===== src/rtl/row_loader.sv =====
// row_loader: streams one row of pixels into block memory, then starts the core and waits for it to finish.
// Defining ROW_LOADER_TIMEOUT_EN adds a watchdog on the WAIT state.
module row_loader #(
  parameter int BLOCK_NUM  = 40,
  parameter int NUM_WIDTH  = 6,
  parameter int BLOCK_SIZE = 30,
  parameter int ADDR_WIDTH = 5,
  parameter int DATA_WIDTH = 128,
  parameter int TIMEOUT    = 4096
) (
  input  logic                  clk,
  input  logic                  rst_n,
  input  logic                  in_valid,
  output logic                  in_ready,
  input  logic [DATA_WIDTH-1:0] in_data,
  input  logic                  in_last,
  output logic                  wr_en,
  output logic [NUM_WIDTH-1:0]  wr_block,
  output logic [ADDR_WIDTH-1:0] wr_addr,
  output logic [DATA_WIDTH-1:0] wr_data,
  output logic                  core_start,
  input  logic                  core_end,
  output logic                  busy,
  output logic                  err_len,
  output logic                  timeout,
  output logic [15:0]           row_cnt
);
  localparam logic [1:0] LOAD = 2'd0, DRAIN = 2'd1, KICK = 2'd2, WAIT = 2'd3;
  logic [1:0] state, state_nxt;
  logic [NUM_WIDTH-1:0] blk;
  logic [ADDR_WIDTH-1:0] addr;
  logic acc, last_addr, last_beat, wd_hit;
  assign in_ready   = state == LOAD;
  assign busy       = state != LOAD;
  assign core_start = state == KICK;
  assign acc        = in_valid && in_ready;
  assign last_addr  = addr == ADDR_WIDTH'(BLOCK_SIZE - 1);
  assign last_beat  = last_addr && blk == NUM_WIDTH'(BLOCK_NUM - 1);
  always_comb
    state_nxt = state == LOAD  ? (acc && last_beat ? DRAIN : LOAD) :
                state == DRAIN ? KICK :
                state == KICK  ? WAIT :
                core_end || wd_hit ? LOAD : WAIT;
  // Row length is fixed by count; in_last only feeds the length-error flag.
  always_ff @(posedge clk or negedge rst_n)
    if (!rst_n) begin
      state    <= LOAD;
      blk      <= '0;
      addr     <= '0;
      row_cnt  <= '0;
      wr_en    <= 1'b0;
      err_len  <= 1'b0;
      wr_block <= '0;
      wr_addr  <= '0;
      wr_data  <= '0;
    end else begin
      state   <= state_nxt;
      wr_en   <= acc;
      err_len <= acc && (in_last != last_beat);
      if (acc) begin
        wr_block <= blk;
        wr_addr  <= addr;
        wr_data  <= in_data;
        addr     <= last_addr ? '0 : addr + 1'b1;
        blk      <= last_beat ? '0 : last_addr ? blk + 1'b1 : blk;
      end
      if (state == WAIT && core_end)
        row_cnt <= row_cnt + 1'b1;
    end
`ifdef ROW_LOADER_TIMEOUT_EN
  localparam int TW = $clog2(TIMEOUT) + 1;
  logic [TW-1:0] wdog;
  assign wd_hit = state == WAIT && !core_end && wdog == TW'(TIMEOUT - 1);
  always_ff @(posedge clk or negedge rst_n)
    if (!rst_n) begin
      wdog    <= '0;
      timeout <= 1'b0;
    end else begin
      wdog    <= state == WAIT && !core_end && !wd_hit ? wdog + 1'b1 : '0;
      timeout <= wd_hit;
    end
`else
  assign wd_hit  = 1'b0;
  assign timeout = 1'b0;
`endif
endmodule

===== config.mk =====
export PLATFORM = sky130hd
export DESIGN_NAME = row_loader
export DESIGN_NICKNAME = d
export VERILOG_FILES = /design/src/rtl/row_loader.sv
export SDC_FILE = /design/constraint.sdc
export NUM_CORES = 1
export LEC_CHECK = 0
export CELL_PAD_IN_SITES_DETAIL_PLACEMENT = 0
export CELL_PAD_IN_SITES_GLOBAL_PLACEMENT = 2
export CORE_MARGIN = 8
export CORE_UTILIZATION = 24
export DETAILED_ROUTE_END_ITERATION = 12
export GPL_ROUTABILITY_DRIVEN = 0
export MAX_ROUTING_LAYER = met4
export PLACE_DENSITY = 0.85
export SYNTH_ARGS = -nofsm -noshare
export SYNTH_HDL_FRONTEND = slang
export SYNTH_SLANG_ARGS = --single-unit

===== constraint.sdc =====
create_clock -name clk -period 2.2 [get_ports clk]
set_clock_uncertainty 0.1 [all_clocks]
set_input_delay 0.22 -clock clk [delete_from_list [all_inputs] [get_ports clk]]
set_output_delay 0.22 -clock clk [all_outputs]
set_load 0.01 [all_outputs]

==> summary by stage, run 1 <==
Logic synthesis
The gate count of the mapped netlist is just over 700. The area of the mapped netlist is roughly 0.0066 sq mm. After synthesis, the largest family of logic cells by area is simple AND/OR/NAND/NOR gates. The synthesized-area fraction occupied by ao, oa, aoi and oai cells came to 0.0156. The post-synthesis share of cell area spent on full adders, half adders and majority gates is 0.00753. The mean post-synth cell area is roughly 9.2 sq um. Of the synthesized area, sequential elements account for 0.640.

The portion of netlist area occupied by mux cells is 0. The area share of xor/xnor cells in the synthesized design is 0.0224. The total of flip-flops plus latches after synthesis is 170. The number of distinct standard cells referenced by the synthesized netlist is 33. The total number of yosys warnings is 0. The total nets after synthesis is about 860. Of the total synthesized cell area, the portion taken by AND, OR, NAND and NOR gates is 0.281.

STA
The sum of negative setup slack is 0 ns. The fmax is 0.489 GHz. The final max-slew violation count came to 0. Setup repair after global routing left no endpoint under its margin. Setup violations remaining at the end of the flow were counted as 0. The worst setup margin is about 0.16 ns. The hold slack is 0.184 ns.

The number of hold violations in the final report came to 0. The portion of the clock cycle consumed by the worst path in the final layout is 0.929. The normalized max-slew margin is 0.583. Counting I/O delays and the setup requirement, the final critical path takes 2.04 ns.

At the pin with the least slew margin, the transition time is ~0.62 ns.

Floorplanning
The floorplan step set the die height to 182 microns. The initial utilization of the core area, before any placement, comes to 0.241. The placement row count is 61. The core region is 0.0276 sq mm. The die footprint is 0.0333 sq mm. 294 I/O pins were placed.

The floorplan step set the die width to around 180 microns.

GRT
The combined global-route utilization of all metal layers is 0.131. The remaining global-route overflow is 0. The number of antenna violations at the first check in global routing is 0.

The largest net degree at the start of global routing is 58. The via count of the first global-routing pass came to just over 6000. The wire length of the first global-routing pass is about 34000 microns.

Final layout
The number of antenna cells inserted is 0. The layout net count is 1152. Leaving out fill and tap cells, the most frequent cells in the layout are 434 x sky130_fd_sc_hd__nand2_1, 291 x sky130_fd_sc_hd__clkdlybuf4s50_1, 170 x sky130_fd_sc_hd__dfrtp_1, 17 x sky130_fd_sc_hd__clkbuf_16, 10 x sky130_fd_sc_hd__o21ai_0.

Leaving out fill and tap cells, the most frequent cell in the layout is sky130_fd_sc_hd__nand2_1. The signed area change from the synthesized netlist to the final layout is 59.4%. The number of fillers in the final layout is 2739. In the final layout, the share of cells above drive strength 1 is 0.0496.

Critical path
The critical path is of the reg -> out type. The launch point of the worst path is state[1]$_DFF_PN0_. Among cell families on the critical path, the largest total delay comes from buffers and inverters.

The combined buffer and inverter count along the critical path is 1. Among all stages on the critical path, the largest delay is contributed by sky130_fd_sc_hd__clkdlybuf4s50_1. STA classifies the critical path endpoint as an output pin.

In this run the register-to-register setup slack is 0.40 ns. For this run, the slowest stage of the critical path takes 0.61 ns. The critical path runs through a total of 2 cells. The endpoint of the lowest-slack register-to-register path is blk[5]$_DFFE_PN0P_. The critical path goes through nor2_1 -> clkdlybuf4s50_1. In this run the worst path has a maximum fanout of 6. The critical path ends at in_ready. The endpoint required time on the critical path is 1.88 ns. The startpoint of the lowest-slack register-to-register path is state[1]$_DFF_PN0_. The number of cell instances on the worst register-to-register path is 5. STA puts the critical path data arrival time at about 1.7 ns. The worst setup path is launched from a register.

Detailed routing
The total detailed-routing wirelength is about 21000 microns. Using the TritonRoute via totals, the vias-per-cell ratio works out to 4.02. The detailed-router iteration count before antenna repair is 4. In this run the remaining antenna-violating nets after routing total 0. Summing over every cut layer, the via total after detailed routing is 5653. After detailed routing, the average wire length per cell comes to 15.0 microns.

For this run, design rule violations remaining after detail routing come to 0. The first routing iteration left between 300 and 400 violations.

Run
The max-capacitance violation count is 0.

Outcome
The run finished with clean final reports.

Pwr
The completed layout was analyzed and its total power is 13.2 mW. For this design the static power due to leakage is 5.05 nW. The power density of the placed cells is 1250 mW/mm^2.

The maximum vdd drop is around 0.55 mV.

Min path
In this run the worst hold path is classified as in -> async.

Clocking
The number of gates resized after cts is 0. For the worst-skew pair, the clock arrives at the later sink with an insertion delay of between 0.4 and 0.5 ns. The total CTS buffers is 17.

The count of hold buffers inserted by post-cts repair is 1. TritonCTS built the clock tree. Post-CTS timing repair inserted 0 buffers for setup. The clock passes through at most 2 buffers. The total number of H-tree levels is 4.

After clock tree synthesis, the clock-pin slew on the worst setup and hold paths is 0.07 ns. Clock tree synthesis found a total of 170 sinks. The buffer cell driving the clock tree root is sky130_fd_sc_hd__clkbuf_16.

Placed design
Summed over all nets, the half-perimeter wirelength after detailed placement is 15100 microns. Before CTS, the worst setup slack after placement is 0.195 ns. The number of input and output port buffers inserted is 292.
-- layer usage --
metal  global-route usage  part of all wire  vias up
met2                0.198              0.45      200
met3               0.0616             0.095        9
met5                    -                 0        -
met4               0.0289            0.0074        0
met1                0.159              0.45     2630
li1                     -                 -     2814
-- worst reg2reg max path: stages, from the launching register on --
cell	delay [ns]
sky130_fd_sc_hd__dfrtp_1	0.43
sky130_fd_sc_hd__or3b_4	0.47
sky130_fd_sc_hd__inv_4	0.11
sky130_fd_sc_hd__nand2_1	0.15
sky130_fd_sc_hd__or3_1	0.37
sky130_fd_sc_hd__o21ai_0	0.08
-- worst min-delay path by stage --
stage	end	depth (start not counted)	startpoint	slack (ns)
2_1_floorplan	addr[0]$_DFFE_PN0P_	0	rst_n	-0.18
3_3_place_gp	row_cnt[14]$_DFFE_PN0P_	1	rst_n	0.11
3_5_place_dp	row_cnt[14]$_DFFE_PN0P_	1	rst_n	0.11
4_1_cts	wr_data[121]$_DFFE_PN0P_	3	in_data[121]	0.19
5_1_grt	wr_data[55]$_DFFE_PN0P_	3	in_data[55]	0.20
6_report	row_cnt[14]$_DFFE_PN0P_	2	rst_n	0.18
-- cell families after synthesis --
| logic type | Yosys count |
|---|---|
| adder cells (fa/ha/maj) | 4 |
| flip-flops | 170 |
| buffers and inverters | 39 |
| other | 1 |
| AND/OR/NAND/NOR | 474 |
| XOR/XNOR | 17 |
| AO/OA/AOI/OAI | 19 |
-- Yosys cell counts --
| cell type | number | area [sq um] |
|---|---|---|
| sky130_fd_sc_hd__a21oi_1 | 2 | 10.0 |
| sky130_fd_sc_hd__a31oi_1 | 1 | 6.26 |
| sky130_fd_sc_hd__and3_1 | 3 | 18.8 |
| sky130_fd_sc_hd__and3_2 | 1 | 7.51 |
| sky130_fd_sc_hd__and4_1 | 2 | 17.5 |
| sky130_fd_sc_hd__buf_2 | 14 | 70.1 |
| sky130_fd_sc_hd__buf_4 | 8 | 60.1 |
| sky130_fd_sc_hd__buf_6 | 3 | 33.8 |
| sky130_fd_sc_hd__clkbuf_1 | 9 | 33.8 |
| sky130_fd_sc_hd__conb_1 | 1 | 3.75 |
| sky130_fd_sc_hd__dfrtp_1 | 170 | 4250 |
| sky130_fd_sc_hd__ha_1 | 4 | 50.1 |
| sky130_fd_sc_hd__inv_1 | 4 | 15.0 |
| sky130_fd_sc_hd__inv_2 | 1 | 3.75 |
| sky130_fd_sc_hd__nand2_1 | 434 | 1630 |
| sky130_fd_sc_hd__nand3_1 | 9 | 45.0 |
| sky130_fd_sc_hd__nand4_1 | 8 | 50.1 |
| sky130_fd_sc_hd__nor2_1 | 7 | 26.3 |
| sky130_fd_sc_hd__nor2_2 | 1 | 6.26 |
| sky130_fd_sc_hd__nor2b_1 | 1 | 6.26 |
| sky130_fd_sc_hd__nor3_1 | 2 | 10.0 |
| sky130_fd_sc_hd__nor4_1 | 1 | 6.26 |
| sky130_fd_sc_hd__nor4_2 | 1 | 12.5 |
| sky130_fd_sc_hd__o2111ai_1 | 1 | 8.76 |
| sky130_fd_sc_hd__o21ai_0 | 10 | 50.1 |
| sky130_fd_sc_hd__o21ai_1 | 3 | 15.0 |
| sky130_fd_sc_hd__o22ai_1 | 1 | 6.26 |
| sky130_fd_sc_hd__o31ai_1 | 1 | 7.51 |
| sky130_fd_sc_hd__or2_2 | 1 | 6.26 |
| sky130_fd_sc_hd__or3_1 | 2 | 12.5 |
| sky130_fd_sc_hd__or3b_4 | 1 | 11.3 |
| sky130_fd_sc_hd__xnor2_1 | 9 | 78.8 |
| sky130_fd_sc_hd__xor2_1 | 8 | 70.1 |
-- layout make-up --
class,instances,area (sq um),share of cell area
multi-input cells,515,2170,0.205
flip-flops and latches,170,4250,0.402
well taps,378,473,0.0447
clock inverters,14,135,0.0128
inverters,5,21.3,0.00201
repair buffers,306,3110,0.293
clock buffers,18,429,0.0405
-- metrics by stage --
| stage | instance area (sq um) | utilization | instances |
|---|---|---|---|
| 5_1_grt | 10600 | 0.384 | 1406 |
| 2_1_floorplan | 6640 | - | 724 |
| 3_5_place_dp | 10000 | 0.364 | 1373 |
| 3_3_place_gp | 10000 | 0.364 | 1373 |
| 6_report | 10600 | 0.384 | 1406 |
| 4_1_cts | 10600 | 0.384 | 1406 |
-- sequential cells by signal, indices dropped and copies added (netlist names) --
signal / cells
addr: 5
blk: 6
err_len: 1
row_cnt: 16
state: 2
wr_addr: 5
wr_block: 6
wr_data: 128
wr_en: 1
-- where the power goes --
group	internal, mW	total, mW	switching [mW]
logic	2.79	5.17	2.38
registers	4.33	5.07	0.738
clock network	1.59	2.95	1.37
Power figures use the tool's default switching activity.
==> run 2, diff against run 1 <==
Settings changed: CORE_ASPECT_RATIO set to 1.4.
==> run 2 against run 1 <==
Against the previous run:
- first-iteration DRC count decreased by 38%
- clock-buffer cell count increased by 2
- cell count decreased by 0.64%
- largest power group unchanged
==> summary by stage, run 2 (synthesized netlist as in run 1, its figures left out) <==
Outcome
Run status: finished clean (unchanged).

Pwr
The maximum vdd drop is 0.517 mV (was 0.548 mV). The power density of the placed cells came to 1240 mW/mm^2 (was 1250 mW/mm^2). The reported leakage power was 5.04 nW (was 5.05 nW). The power after layout is 13.1 mW (was 13.2 mW).

Floorplanning
The die outline height came to 213 microns (was 182 microns). The top-level I/O count came to 294 (unchanged). The die footprint is 0.0333 sq mm (about the same). The area of the core region is 0.0275 sq mm (was 0.0276 sq mm). The placement row count is 72 (was 61). The initial core utilization is 0.242 (was 0.241).

The width of the chip came to 157 microns (was 182 microns).

Final layout
The leading cell type in the layout, fill and taps excluded is sky130_fd_sc_hd__nand2_1 (unchanged). The fraction of final layout cells with drive strength greater than 1 is 0.0497 (was 0.0496). The signed area change from the synthesized netlist to the final layout is 58.7% (was 59.4%). The layout net count is 1151 (was 1152). The fraction of the core area covered by cells at the end of the flow is 0.384 (about the same). The number of antenna cells inserted is 0 (unchanged). Top library cells by usage in the layout, fill and taps aside: 434 x sky130_fd_sc_hd__nand2_1, 291 x sky130_fd_sc_hd__clkdlybuf4s50_1, 170 x sky130_fd_sc_hd__dfrtp_1, 17 x sky130_fd_sc_hd__clkbuf_16, 10 x sky130_fd_sc_hd__o21ai_0 (unchanged). The largest register by flop count is wr_data (unchanged). The finished layout cell area was 0.0105 sq mm (was 0.0106 sq mm).

The number of flip-flops under the largest register name is 128 (unchanged). Largest registers: wr_data (128), row_cnt (16) (unchanged).

GRT
The most utilized layer in the global route result is met2 (unchanged). The largest net degree at the start of global routing came to 72 (was 58). The global-route met1 utilization is 0.154 (was 0.159).

The remaining global-route overflow came to 0 (unchanged). The met2 usage is 0.213 (was 0.198). The met3 layer usage reported by global route came to 0.0480 (was 0.0616).

The via count of the first global-routing pass came to 5759 (was 6074). The number of antenna violations at the first check in global routing is 0 (unchanged). The wire length of the first global-routing pass was 33100 microns (was 33900 microns). The combined global-route utilization of all metal layers is 0.133 (was 0.131).

STA
The hold slack came to 0.212 ns (was 0.184 ns). The sum of negative setup slack was 0 ns (unchanged). Setup repair after global routing missed its margin: false (unchanged). The fmax is 0.504 GHz (was 0.489 GHz). The normalized max-slew margin is 0.498 (was 0.583). The portion of the clock cycle consumed by the worst path in the final layout is 0.902 (was 0.929). The final count of negative-setup-slack endpoints is 0 (unchanged).

The number of hold violations in the final report was 0 (unchanged). The transition time at the pin with the least slew margin is 0.753 ns (was 0.625 ns). The time the final worst path needs with I/O delays and setup came to 1.98 ns (was 2.04 ns). The final max-slew violation count was 0 (unchanged).

Detailed routing
The antenna violation net count after detailed routing was 0 (unchanged). The initial detailed-routing violation count is 194 (was 312). The DRC violation count after routing is 0 (unchanged). The total detailed-routing wirelength is 21100 microns (about the same). The routed via count is 5595 (was 5653).

The average via count per standard cell is 4.01 (was 4.02). The detailed-router iteration count before antenna repair is 4 (unchanged). The average detailed-routed wire length per instance is 15.1 microns (was 15.0 microns).

Min path
Counting instances, the worst hold path has a depth of 3. The worst hold path terminates at wr_data[22]$_DFFE_PN0P_. The launch instance of the worst min-delay path is in_data[22]. The class of the worst hold path was in -> reg (was in -> async).

Clocking
The clock sink total is 170 (unchanged). The clock tree from TritonCTS is built (unchanged). The number of gates resized after cts is 0 (unchanged). The post-CTS setup-driven buffer insertion count came to 0 (unchanged).

The maximum clock path buffer count is 2 (unchanged). The source-to-sink clock delay at the later pin of the worst-skew pair was 0.42 ns (about the same). The total CTS buffers is 17 (unchanged). The buffer cell driving the clock tree root is sky130_fd_sc_hd__clkbuf_16 (unchanged). The count of hold buffers inserted by post-cts repair is 1 (unchanged).

The total number of H-tree levels is 4 (unchanged). The clock-pin slew of the registers on the worst-case setup and hold paths is 0.07 ns (about the same).

Critical path
The largest driver fanout on the critical path is 6 (unchanged). The endpoint required time on the critical path is 1.88 ns (about the same). The kind of start point of the critical path is a register (unchanged).

The worst setup path category is reg -> out (unchanged). The endpoint of the lowest-slack register-to-register path is blk[3]$_DFFE_PN0P_ (was blk[5]$_DFFE_PN0P_). The startpoint of the lowest-slack register-to-register path is state[1]$_DFF_PN0_ (unchanged). The data arrival time at the worst-slack endpoint is 1.66 ns (was 1.72 ns). The internal reg-to-reg setup slack was 0.34 ns (was 0.40 ns).

The endpoint kind of the worst setup timing path was an output pin (unchanged). The number of cell instances on the worst register-to-register path was 5 (unchanged).

Placed design
The final HPWL from detailed placement was 15200 microns (was 15100 microns). The instance area at placement was 0.00997 sq mm (was 0.0100 sq mm). The number of input and output port buffers inserted is 292 (unchanged).

Run
The max-capacitance violation count is 0 (unchanged).
-- run 2: cell count changes in the layout (fill, tap and decap cells not counted) --
cell	before	now
sky130_fd_sc_hd__clkbuf_8	0	3
sky130_fd_sc_hd__inv_6	6	3
sky130_fd_sc_hd__buf_12	6	4
sky130_fd_sc_hd__clkinv_4	1	3
sky130_fd_sc_hd__buf_4	7	8
sky130_fd_sc_hd__bufinv_16	1	0
sky130_fd_sc_hd__clkbuf_1	1	0
sky130_fd_sc_hd__clkinv_2	2	3
sky130_fd_sc_hd__inv_8	1	0
-- run 2: cell type report --
type / instances / area, sq um
Fill cell: 2759 / 16900
Clock inverter: 12 / 90.1
Clock buffer: 20 / 467
Timing Repair Buffer: 305 / 3070
Sequential cell: 170 / 4250
Inverter: 5 / 21.3
Tap cell: 370 / 463
Multi-Input combinational cell: 515 / 2170
-- run 2: how the worst max path moves through the flow --
stage / from / cells past startpoint / end
global placement: in_valid / 6 / blk[3]$_DFFE_PN0P_
global route: state[1]$_DFF_PN0_ / 2 / in_ready
detailed placement: in_valid / 6 / blk[3]$_DFFE_PN0P_
floorplan: state[1]$_DFF_PN0_ / 7 / addr[4]$_DFFE_PN0P_
CTS: state[1]$_DFF_PN0_ / 2 / in_ready
finish: state[0]$_DFF_PN0_ / 2 / in_ready
-- run 2: critical path: stages, from the launching register on --
cell	delay [ns]
sky130_fd_sc_hd__dfrtp_1	0.44
sky130_fd_sc_hd__nor2_1	0.22
sky130_fd_sc_hd__clkdlybuf4s50_1	0.59
-- run 2: power by group --
part	switching, mW	total [mW]	internal [mW]
Sequential	0.688	5.02	4.33
Combinational	2.39	5.16	2.77
Clock	1.33	2.87	1.55
Total	4.40	13.1	8.65
-- run 2: metrics by stage --
step | setup WS (ns) | instances
2_1_floorplan | 0.639 | 724
5_1_grt | 0.0907 | 1397
4_1_cts | 0.175 | 1397
6_report | 0.215 | 1397
3_5_place_dp | 0.0924 | 1364
3_3_place_gp | 0.109 | 1364
-- run 2: routing by layer --
metal,wire length [microns],vias to the layer above
met2,10400,174
met4,232,0
met3,1660,16
met5,0,-
met1,8820,2599
li1,-,2806
